==> src/rtl/fifo_lib_pkg.sv <==
// Shared types and constants for the FIFO read-side stream adapter.
package fifo_lib_pkg;

  typedef enum logic [1:0] {
    EMPTY = 2'd0,
    ONE   = 2'd1,
    TWO   = 2'd2
  } occ_state_t;

  localparam int RD_LATENCY = 1;
  localparam int BEAT_CNT_W = 32;

endpackage

==> src/rtl/fifo_skid_buf.sv <==
// Two-entry output buffer (out + skid) with its occupancy FSM.
// The state encoding doubles as the word count exported on occ.
module fifo_skid_buf
  import fifo_lib_pkg::*;
#(
  parameter int DATA_W = 256
) (
  input  logic              clk,
  input  logic              rst,
  input  logic              cap,
  input  logic [DATA_W-1:0] cap_data,
  input  logic              ready,
  output logic              valid,
  output logic [DATA_W-1:0] data,
  output logic [1:0]        occ
);

  occ_state_t        state_q, state_d;
  logic              valid_q, valid_d;
  logic [DATA_W-1:0] out_q, out_d;
  logic [DATA_W-1:0] skid_q, skid_d;
  logic              pop;

  assign pop   = valid_q & ready;
  assign valid = valid_q;
  assign data  = out_q;
  assign occ   = state_q;

  always_comb begin
    state_d = state_q;
    valid_d = valid_q;
    out_d   = out_q;
    skid_d  = skid_q;
    case (state_q)
      EMPTY: begin
        if (cap) begin
          state_d = ONE;
          valid_d = 1'b1;
          out_d   = cap_data;
        end
      end
      ONE: begin
        if (cap && !pop) begin
          state_d = TWO;
          skid_d  = cap_data;
        end else if (pop && !cap) begin
          state_d = EMPTY;
          valid_d = 1'b0;
        end else if (pop && cap) begin
          out_d = cap_data;
        end
      end
      TWO: begin
        // cap without pop cannot occur here: the credit check upstream blocks it
        if (pop) begin
          out_d = skid_q;
          if (cap) skid_d = cap_data;
          else     state_d = ONE;
        end
      end
      default: begin
        state_d = EMPTY;
        valid_d = 1'b0;
      end
    endcase
  end

  always_ff @(posedge clk or posedge rst) begin
    if (rst) begin
      state_q <= EMPTY;
      valid_q <= 1'b0;
      out_q   <= '0;
      skid_q  <= '0;
    end else begin
      state_q <= state_d;
      valid_q <= valid_d;
      out_q   <= out_d;
      skid_q  <= skid_d;
    end
  end

endmodule

==> src/rtl/fifo_rd_stream_adapter.sv <==
// FIFO read-side adapter: credit-gated read enable, one-cycle in-flight
// tracking and a two-entry registered stream output.
// Optional beat counter port enabled by FIFO_RD_ADAPTER_CNT_EN.
module fifo_rd_stream_adapter
  import fifo_lib_pkg::*;
#(
  parameter int DATA_W = 256
) (
  input  logic              clk_i,
  input  logic              rst_i,
  input  logic              fifo_empty_i,
  output logic              fifo_rd_en_o,
  input  logic [DATA_W-1:0] fifo_data_i,
  output logic              valid_o,
  input  logic              ready_i,
  output logic [DATA_W-1:0] data_o
`ifdef FIFO_RD_ADAPTER_CNT_EN
  ,
  output logic [BEAT_CNT_W-1:0] beat_cnt_o
`endif
);

  logic       inflight_q, inflight_d;
  logic [1:0] occ;
  logic [1:0] credits_used;
  logic [1:0] credits_after;
  logic       pop;

  assign pop = valid_o & ready_i;

  fifo_skid_buf #(.DATA_W(DATA_W)) u_skid (
    .clk      (clk_i),
    .rst      (rst_i),
    .cap      (inflight_q),
    .cap_data (fifo_data_i),
    .ready    (ready_i),
    .valid    (valid_o),
    .data     (data_o),
    .occ      (occ)
  );

  // A read is issued only if the word it returns will have a slot, counting
  // the slot freed by this cycle's pop; this keeps a zero-bubble restart.
  always_comb begin
    credits_used  = occ + {1'b0, inflight_q};
    credits_after = credits_used - {1'b0, pop};
    fifo_rd_en_o  = !rst_i && !fifo_empty_i && (credits_after < 2'd2);
    inflight_d    = fifo_rd_en_o;
  end

  always_ff @(posedge clk_i or posedge rst_i) begin
    if (rst_i) inflight_q <= 1'b0;
    else       inflight_q <= inflight_d;
  end

`ifdef FIFO_RD_ADAPTER_CNT_EN
  logic [BEAT_CNT_W-1:0] beat_cnt_q, beat_cnt_d;

  always_comb beat_cnt_d = beat_cnt_q + BEAT_CNT_W'(pop);

  always_ff @(posedge clk_i or posedge rst_i) begin
    if (rst_i) beat_cnt_q <= '0;
    else       beat_cnt_q <= beat_cnt_d;
  end

  assign beat_cnt_o = beat_cnt_q;
`endif

endmodule

==> config.mk <==
export PLATFORM = sky130hd
export DESIGN_NAME = fifo_rd_stream_adapter
export DESIGN_NICKNAME = d
export VERILOG_FILES = /design/src/rtl/fifo_lib_pkg.sv /design/src/rtl/fifo_skid_buf.sv /design/src/rtl/fifo_rd_stream_adapter.sv
export SDC_FILE = /design/constraint.sdc
export NUM_CORES = 1
export LEC_CHECK = 0
export CAP_MARGIN = 30
export CORE_MARGIN = 2
export CORE_UTILIZATION = 50
export CTS_BUF_LIST = sky130_fd_sc_hd__clkbuf_8
export DETAILED_ROUTE_END_ITERATION = 6
export GPL_TIMING_DRIVEN = 1
export PLACE_DENSITY_LB_ADDON = 0.08
export SYNTH_ARGS = -nofsm -noshare
export SYNTH_HDL_FRONTEND = slang
export SYNTH_SLANG_ARGS = --single-unit
==> constraint.sdc <==
create_clock -name clk_i -period 22.7 [get_ports clk_i]
set_input_delay 2.27 -clock clk_i [delete_from_list [all_inputs] [get_ports clk_i]]
set_output_delay 2.27 -clock clk_i [all_outputs]
set_load 0.03 [all_outputs]
==> flow_metrics.env, run 1 <==
export IMPL_start_util=0.5088
export IMPL_postCtsHoldBufs=0
export IMPL_wl_per_cell_um=19.73
export IMPL_top_level_ports=518
export IMPL_layout_drive_gt1_share=0.1763
export IMPL_syn_avg_cell_area_sq_um=12.77
export IMPL_track_usage=0.2497
export IMPL_fin_skew_ns=0.02395
export IMPL_cap_viol_max_count=0
export IMPL_fmax_ghz=0.1546
export IMPL_hold_start="u_skid.data[185]"
export IMPL_cts_made_buffers=86
export IMPL_cts_resized=0
export IMPL_drt_iter0_markers=1025
export IMPL_num_rows=75
export IMPL_hold_class="reg -> reg"
export IMPL_cts_sinks=516
export IMPL_ys_ff_latch=516
export IMPL_area_growth_pct=33.78
export IMPL_p_leak_uw=0.01427
export IMPL_place_gp_congestion=0.7845
export IMPL_yosysSeqAreaShare=0.6023
export IMPL_fp_dieArea_sq_um=44550
export IMPL_clk_pin_slew_ns=0.06
export IMPL_clock_tree_buffer_depth=3
export IMPL_clk_latency_ns=0.65
export IMPL_p_per_area_nw_per_um2=143.7
export IMPL_rsz0062_at_grt="no"
export IMPL_rr_endpoint="u_skid.data[15]"
export IMPL_arrival_ns=4.20
export IMPL_tns_ns=0
export IMPL_layout_nets=2454
export IMPL_grt_overflow=0
export IMPL_critical_path_class="in -> out"
export IMPL_grt_max_degree=175
export IMPL_r2r_slack_ns=18.96
export IMPL_whs_path_depth=2
export IMPL_ir_drop_v=0.00007896
export IMPL_period_share=0.2850
export IMPL_place_ws_ns=16.24
export IMPL_netlist_area_sq_um=21440
export IMPL_firstDrtPassIters=6
export IMPL_status="finished, final reports clean"
export IMPL_dp_hpwl_um=37700
export IMPL_r2r_cells=5
export IMPL_cts_root_buf="clkbuf_8"
export IMPL_grt_first_pass_wirelength_um=85880
export IMPL_r2r_start="u_skid.occ[0]"
export IMPL_finalWirelength_um=55400
export IMPL_drc=0
export IMPL_yosys_warnings=0
export IMPL_hold_violations=0
export IMPL_antenna_found_initial=19
export IMPL_startpoint_type="primary input"
export IMPL_cts_setup_buffers=0
export IMPL_tritoncts="yes"
export IMPL_path_max_fanout=5
export IMPL_detail_route_antenna_nets=0
export IMPL_vias=14580
export IMPL_endpoint_kind="output pin"
export IMPL_finalSetupViolations=0
export IMPL_slew_headroom=0.2902
export IMPL_grt_pass1_vias=15200
export IMPL_fin_crit_ns=6.470
export IMPL_synth_cell_types=23
export IMPL_cp_required_ns=20.43
export IMPL_viasPerCell=5.192
export IMPL_dieWidth_um=211.1
export IMPL_drv_slew=0
export IMPL_core_sq_um=42130
export IMPL_die_h_um=211.1
export IMPL_tightest_slew_ns=1.065
export IMPL_syn_nets=1939
export IMPL_finalWorstSetupSlack_ns=16.23
export IMPL_portBuffers=517
export IMPL_cts_htree_levels=3
export IMPL_synth_cells=1679
export IMPL_whs_endpoint="u_skid.data[185]"
-- stage by stage --
stage | power, uW | hold slack, ns | area [sq um] | std cells | util
6_report | 4121 | 0.4781 | 28680 | 2808 | 0.6807
3_5_place_dp | 3369 | 0.4692 | 26910 | 2641 | 0.6386
3_3_place_gp | 3293 | 0.4609 | 26780 | 2636 | 0.6355
4_1_cts | 4164 | 0.4827 | 28540 | 2792 | 0.6774
2_1_floorplan | 2671 | 0.4786 | 21440 | 1679 | -
5_1_grt | 4369 | 0.4937 | 28680 | 2806 | 0.6806
-- per-layer routing --
metal | share of wire | wire length, um | track usage
met1 | 0.40 | 22150 | 0.3022
met2 | 0.48 | 26400 | 0.3958
met4 | 0.039 | 2145 | 0.1136
met5 | 0.0018 | 101 | 0
met3 | 0.083 | 4603 | 0.09723
-- registers in the layout (all words and copies together), names as in the netlist --
signal and count:
inflight_q 1, u_skid.data 256, u_skid.occ 2, u_skid.skid_q 256, u_skid.valid 1
-- cell usage in the layout (no fill, tap or decap), types with 2 or more instances in the layout --
master           instances
clkbuf_8               105
buf_12                   2
clkinvlp_4               4
o22ai_1                  2
nor2_1                   2
dfrtp_1                516
clkdlybuf4s50_1        517
buf_4                   15
nand2b_1                 2
o21ai_0                 77
inv_1                   39
o21ai_1                180
buf_16                   8
mux2i_1                257
nand2_1                258
diode_2                 12
clkinv_2                 3
mux2_2                 257
and3b_1                  2
-- critical path: stages --
cell and delay, ns:
clkdlybuf4s50_1 0.54, and3b_1 0.23, mux2i_1 0.10, xnor2_1 0.14, nor3_1 0.20, clkdlybuf4s50_1 0.72
-- synthesized netlist by cell type --
library cell	count	share of area
dfrtp_1	516	0.60
nand2_1	258	0.045
mux2_2	257	0.13
mux2i_1	257	0.12
o21ai_1	181	0.042
o21ai_0	77	0.018
buf_2	49	0.011
clkbuf_1	38	0.0067
buf_6	22	0.012
buf_4	6	0.0021
nand2b_1	3	0.00088
and3b_1	2	0.00082
nor2_1	2	0.00035
o22ai_1	2	0.00058
a21boi_0	1	0.00035
a21oi_1	1	0.00023
inv_1	1	0.00017
nand3b_1	1	0.00035
nand4b_1	1	0.00041
nor2b_1	1	0.00029
nor3_1	1	0.00023
o221a_1	1	0.00053
xnor2_1	1	0.00041
-- report_power, final --
part           internal (uW)  switching, uW  total (uW)
logic                    775            976        1750
registers               1360            227        1590
clock network            415            365         780
total                   2550           1570        4120
-- worst max path at each step --
stage	end	cells after the start	startpoint	slack, ns
floorplan	inflight_q	1	rst_i	6.02
global placement	fifo_rd_en_o	6	ready_i	16.26
detailed placement	fifo_rd_en_o	6	ready_i	16.24
CTS	fifo_rd_en_o	6	ready_i	16.21
global route	fifo_rd_en_o	6	ready_i	16.14
finish	fifo_rd_en_o	6	ready_i	16.23
-- kinds of logic (layout without fill, tap and decap cells) --
logic type | Yosys count | in the layout | share of synthesized area
AOI/OAI and AO/OA | 263 | 263 | 0.06192
xor gates and xnor gates | 1 | 1 | 0.0004086
buffers and inverters | 116 | 694 | 0.03192
DFF | 516 | 516 | 0.6023
muxes | 514 | 514 | 0.2550
other | 0 | 12 | 0
and+or+nand+nor | 269 | 269 | 0.04850
-- area by class of cell --
cell class / count / area, sq um
inverter: 1 / 11.26
multi-input combinational: 1047 / 7870
clock inverter: 46 / 191.4
timing repair buffer: 542 / 5548
sequential: 516 / 12910
fill: 3208 / 13450
tap: 539 / 674.4
clock buffer: 105 / 1445
antenna: 12 / 30.03
(Power assumes the default switching activity.)
==> run 2: changes to the inputs <==
--- a/config.mk
+++ b/config.mk
@@ -7,7 +7,7 @@
 export LEC_CHECK = 0
 export CAP_MARGIN = 30
 export CORE_MARGIN = 2
-export CORE_UTILIZATION = 50
+export CORE_UTILIZATION = 47
 export CTS_BUF_LIST = sky130_fd_sc_hd__clkbuf_8
 export DETAILED_ROUTE_END_ITERATION = 6
 export GPL_TIMING_DRIVEN = 1
==> constraint.sdc (replaced) <==
create_clock -name clk_i -period 5.3 [get_ports clk_i]
set_input_delay 0.53 -clock clk_i [delete_from_list [all_inputs] [get_ports clk_i]]
set_output_delay 0.53 -clock clk_i [all_outputs]
set_load 0.03 [all_outputs]
==> run 2 against run 1 <==
Against the previous run:
- first-iteration DRC count down 26%
- sequential share of layout area about the same
- critical path depth down 1
- flip-flop and latch count unchanged
==> flow_metrics.env, run 2 (synthesized netlist as in run 1, its figures left out) <==
export IMPL_status="finished, final reports clean"
export IMPL_placedCellCount=2698
export IMPL_critical_path_class="reg -> out"
export IMPL_num_rows=78
export IMPL_clock_tree_buffer_depth=3
export IMPL_vias=14570
export IMPL_top_layer="met5"
export IMPL_track_usage=0.2311
export IMPL_firstDrtPassIters=7
export IMPL_finalNonFillerCells=2864
export IMPL_area_growth_pct=33.69
export IMPL_dieWidth_um=217.6
export IMPL_tightest_slew_ns=1.316
export IMPL_p_leak_uw=0.01422
export IMPL_clk_pin_slew_ns=0.06
export IMPL_cts_root_buf="clkbuf_8"
export IMPL_clkPwrFrac=0.191
export IMPL_cts_sinks=516
export IMPL_fin_skew_ns=0.02525
export IMPL_grt_max_degree=174
export IMPL_final_cell_mix="clkdlybuf4s50_1, dfrtp_1, nand2_1"
export IMPL_drv_slew=0
export IMPL_hold_violations=0
export IMPL_ir_drop_v=0.0003671
export IMPL_place_gp_congestion=0.8049
export IMPL_combPwrFrac=0.423
export IMPL_hold_class="in -> async"
export IMPL_portBuffers=517
export IMPL_fmax_ghz=0.3213
export IMPL_p_per_area_nw_per_um2=614.2
export IMPL_layout_nets=2446
export IMPL_fp_dieArea_sq_um=47340
export IMPL_tritoncts="yes"
export IMPL_dr_wl_met3_um=4564
export IMPL_detail_route_antenna_nets=0
export IMPL_start_util=0.4745
export IMPL_cts_htree_levels=3
export IMPL_finalWirelength_um=54630
export IMPL_drc=0
export IMPL_slew_headroom=0.1228
export IMPL_grt_pass1_vias=15030
export IMPL_startpoint_type="flip-flop"
export IMPL_cts_resized=0
export IMPL_grt_first_pass_wirelength_um=84590
export IMPL_met1Wirelength_um=22110
export IMPL_period_share=0.5873
export IMPL_wl_per_cell_um=19.08
export IMPL_power_internal_uw=10940
export IMPL_grt_overflow=0
export IMPL_final_common_cell="clkdlybuf4s50_1"
export IMPL_core_sq_um=45190
export IMPL_cts_setup_buffers=0
export IMPL_antenna_found_initial=22
export IMPL_top_level_ports=518
export IMPL_die_h_um=217.6
export IMPL_finalSetupViolations=0
export IMPL_cp_required_ns=4.77
export IMPL_layout_drive_gt1_share=0.1738
export IMPL_fin_crit_ns=3.113
export IMPL_postCtsHoldBufs=0
export IMPL_viasPerCell=5.088
export IMPL_rsz0062_at_grt="no"
export IMPL_placed_area_sq_um=26970
export IMPL_swShare=0.3783
export IMPL_endpoint_kind="output pin"
export IMPL_p_seq_frac=0.386
export IMPL_path_max_fanout=8
export IMPL_cts_made_buffers=86
export IMPL_power_net_switching_uw=6659
export IMPL_clk_latency_ns=0.65
export IMPL_drt_iter0_markers=763
export IMPL_met2_length_um=25910
export IMPL_arrival_ns=2.58
export IMPL_cap_viol_max_count=0
export IMPL_dp_hpwl_um=36270
export IMPL_fin_area_sq_um=28660
[run 2: changes by cell type in the layout (fill, tap and decap cells not counted)]
cell,delta
diode_2,+2
inv_8,-1
clkinv_2,-1
buf_16,-8
buf_12,+8
clkbuf_8,+2
buf_4,-8
clkinvlp_4,+1
[run 2: power by group through the flow]
stage	Sequential [uW]	Clock, uW	Combinational [uW]
6_report	6800	3370	7440
5_1_grt	7030	3690	7970
4_1_cts	6800	3480	7540
3_5_place_dp	6850	0	7530
3_3_place_gp	6760	0	7370
2_1_floorplan	8490	0	2950
[run 2: area by class of cell]
cell class              count  area (sq um)
multi-input cells        1047          7870
well taps                 600         750.7
repair buffers            534          5428
clock buffers             107          1473
flip-flops and latches    516         12910
diodes                     14         35.03
clock inverters            45         186.4
fillers                  3629         16520
inverters                   1         7.507
[run 2: worst paths after layout]
check / startpoint / end / slack [ns] / cells past startpoint
worst max-delay path: inflight_q / fifo_rd_en_o / 2.19 / 5
worst min-delay path: rst_i / u_skid.occ[1] / 0.41 / 2
worst max register to register: u_skid.occ[0] / u_skid.skid_q[110] / 2.46 / 5
worst min register to register: u_skid.data[130] / u_skid.data[130] / 0.48 / 2
max in group asynchronous: rst_i / u_skid.data[202] / 3.46 / 3
min in group clk_i: fifo_empty_i / inflight_q / 0.44 / 2
[run 2: metal layers]
layer | GRT usage | vias up
li1 | - | 6889
met1 | 0.2801 | 7158
met2 | 0.3667 | 406
met3 | 0.08438 | 103
met4 | 0.1105 | 16
met5 | 0 | -
[run 2: stage by stage]
step	setup slack (ns)	total power [uW]	utilization	setup TNS, ns	hold WS [ns]
CTS	2.134	17820	0.6335	0	0.3828
global placement	2.151	14130	0.5964	0	0.4619
finish	2.187	17600	0.6343	0	0.4138
global route	2.057	18680	0.6342	0	0.4202
detailed placement	2.283	14380	0.5968	0	0.4697
floorplan	-2.238	11440	-	-1154.95	0.4786
[run 2: critical path, stage by stage, from the launching register on]
cell and delay [ns]:
dfrtp_1 0.50, and3b_1 0.24, mux2i_1 0.17, xnor2_1 0.10, nor3_1 0.20, clkdlybuf4s50_1 0.72
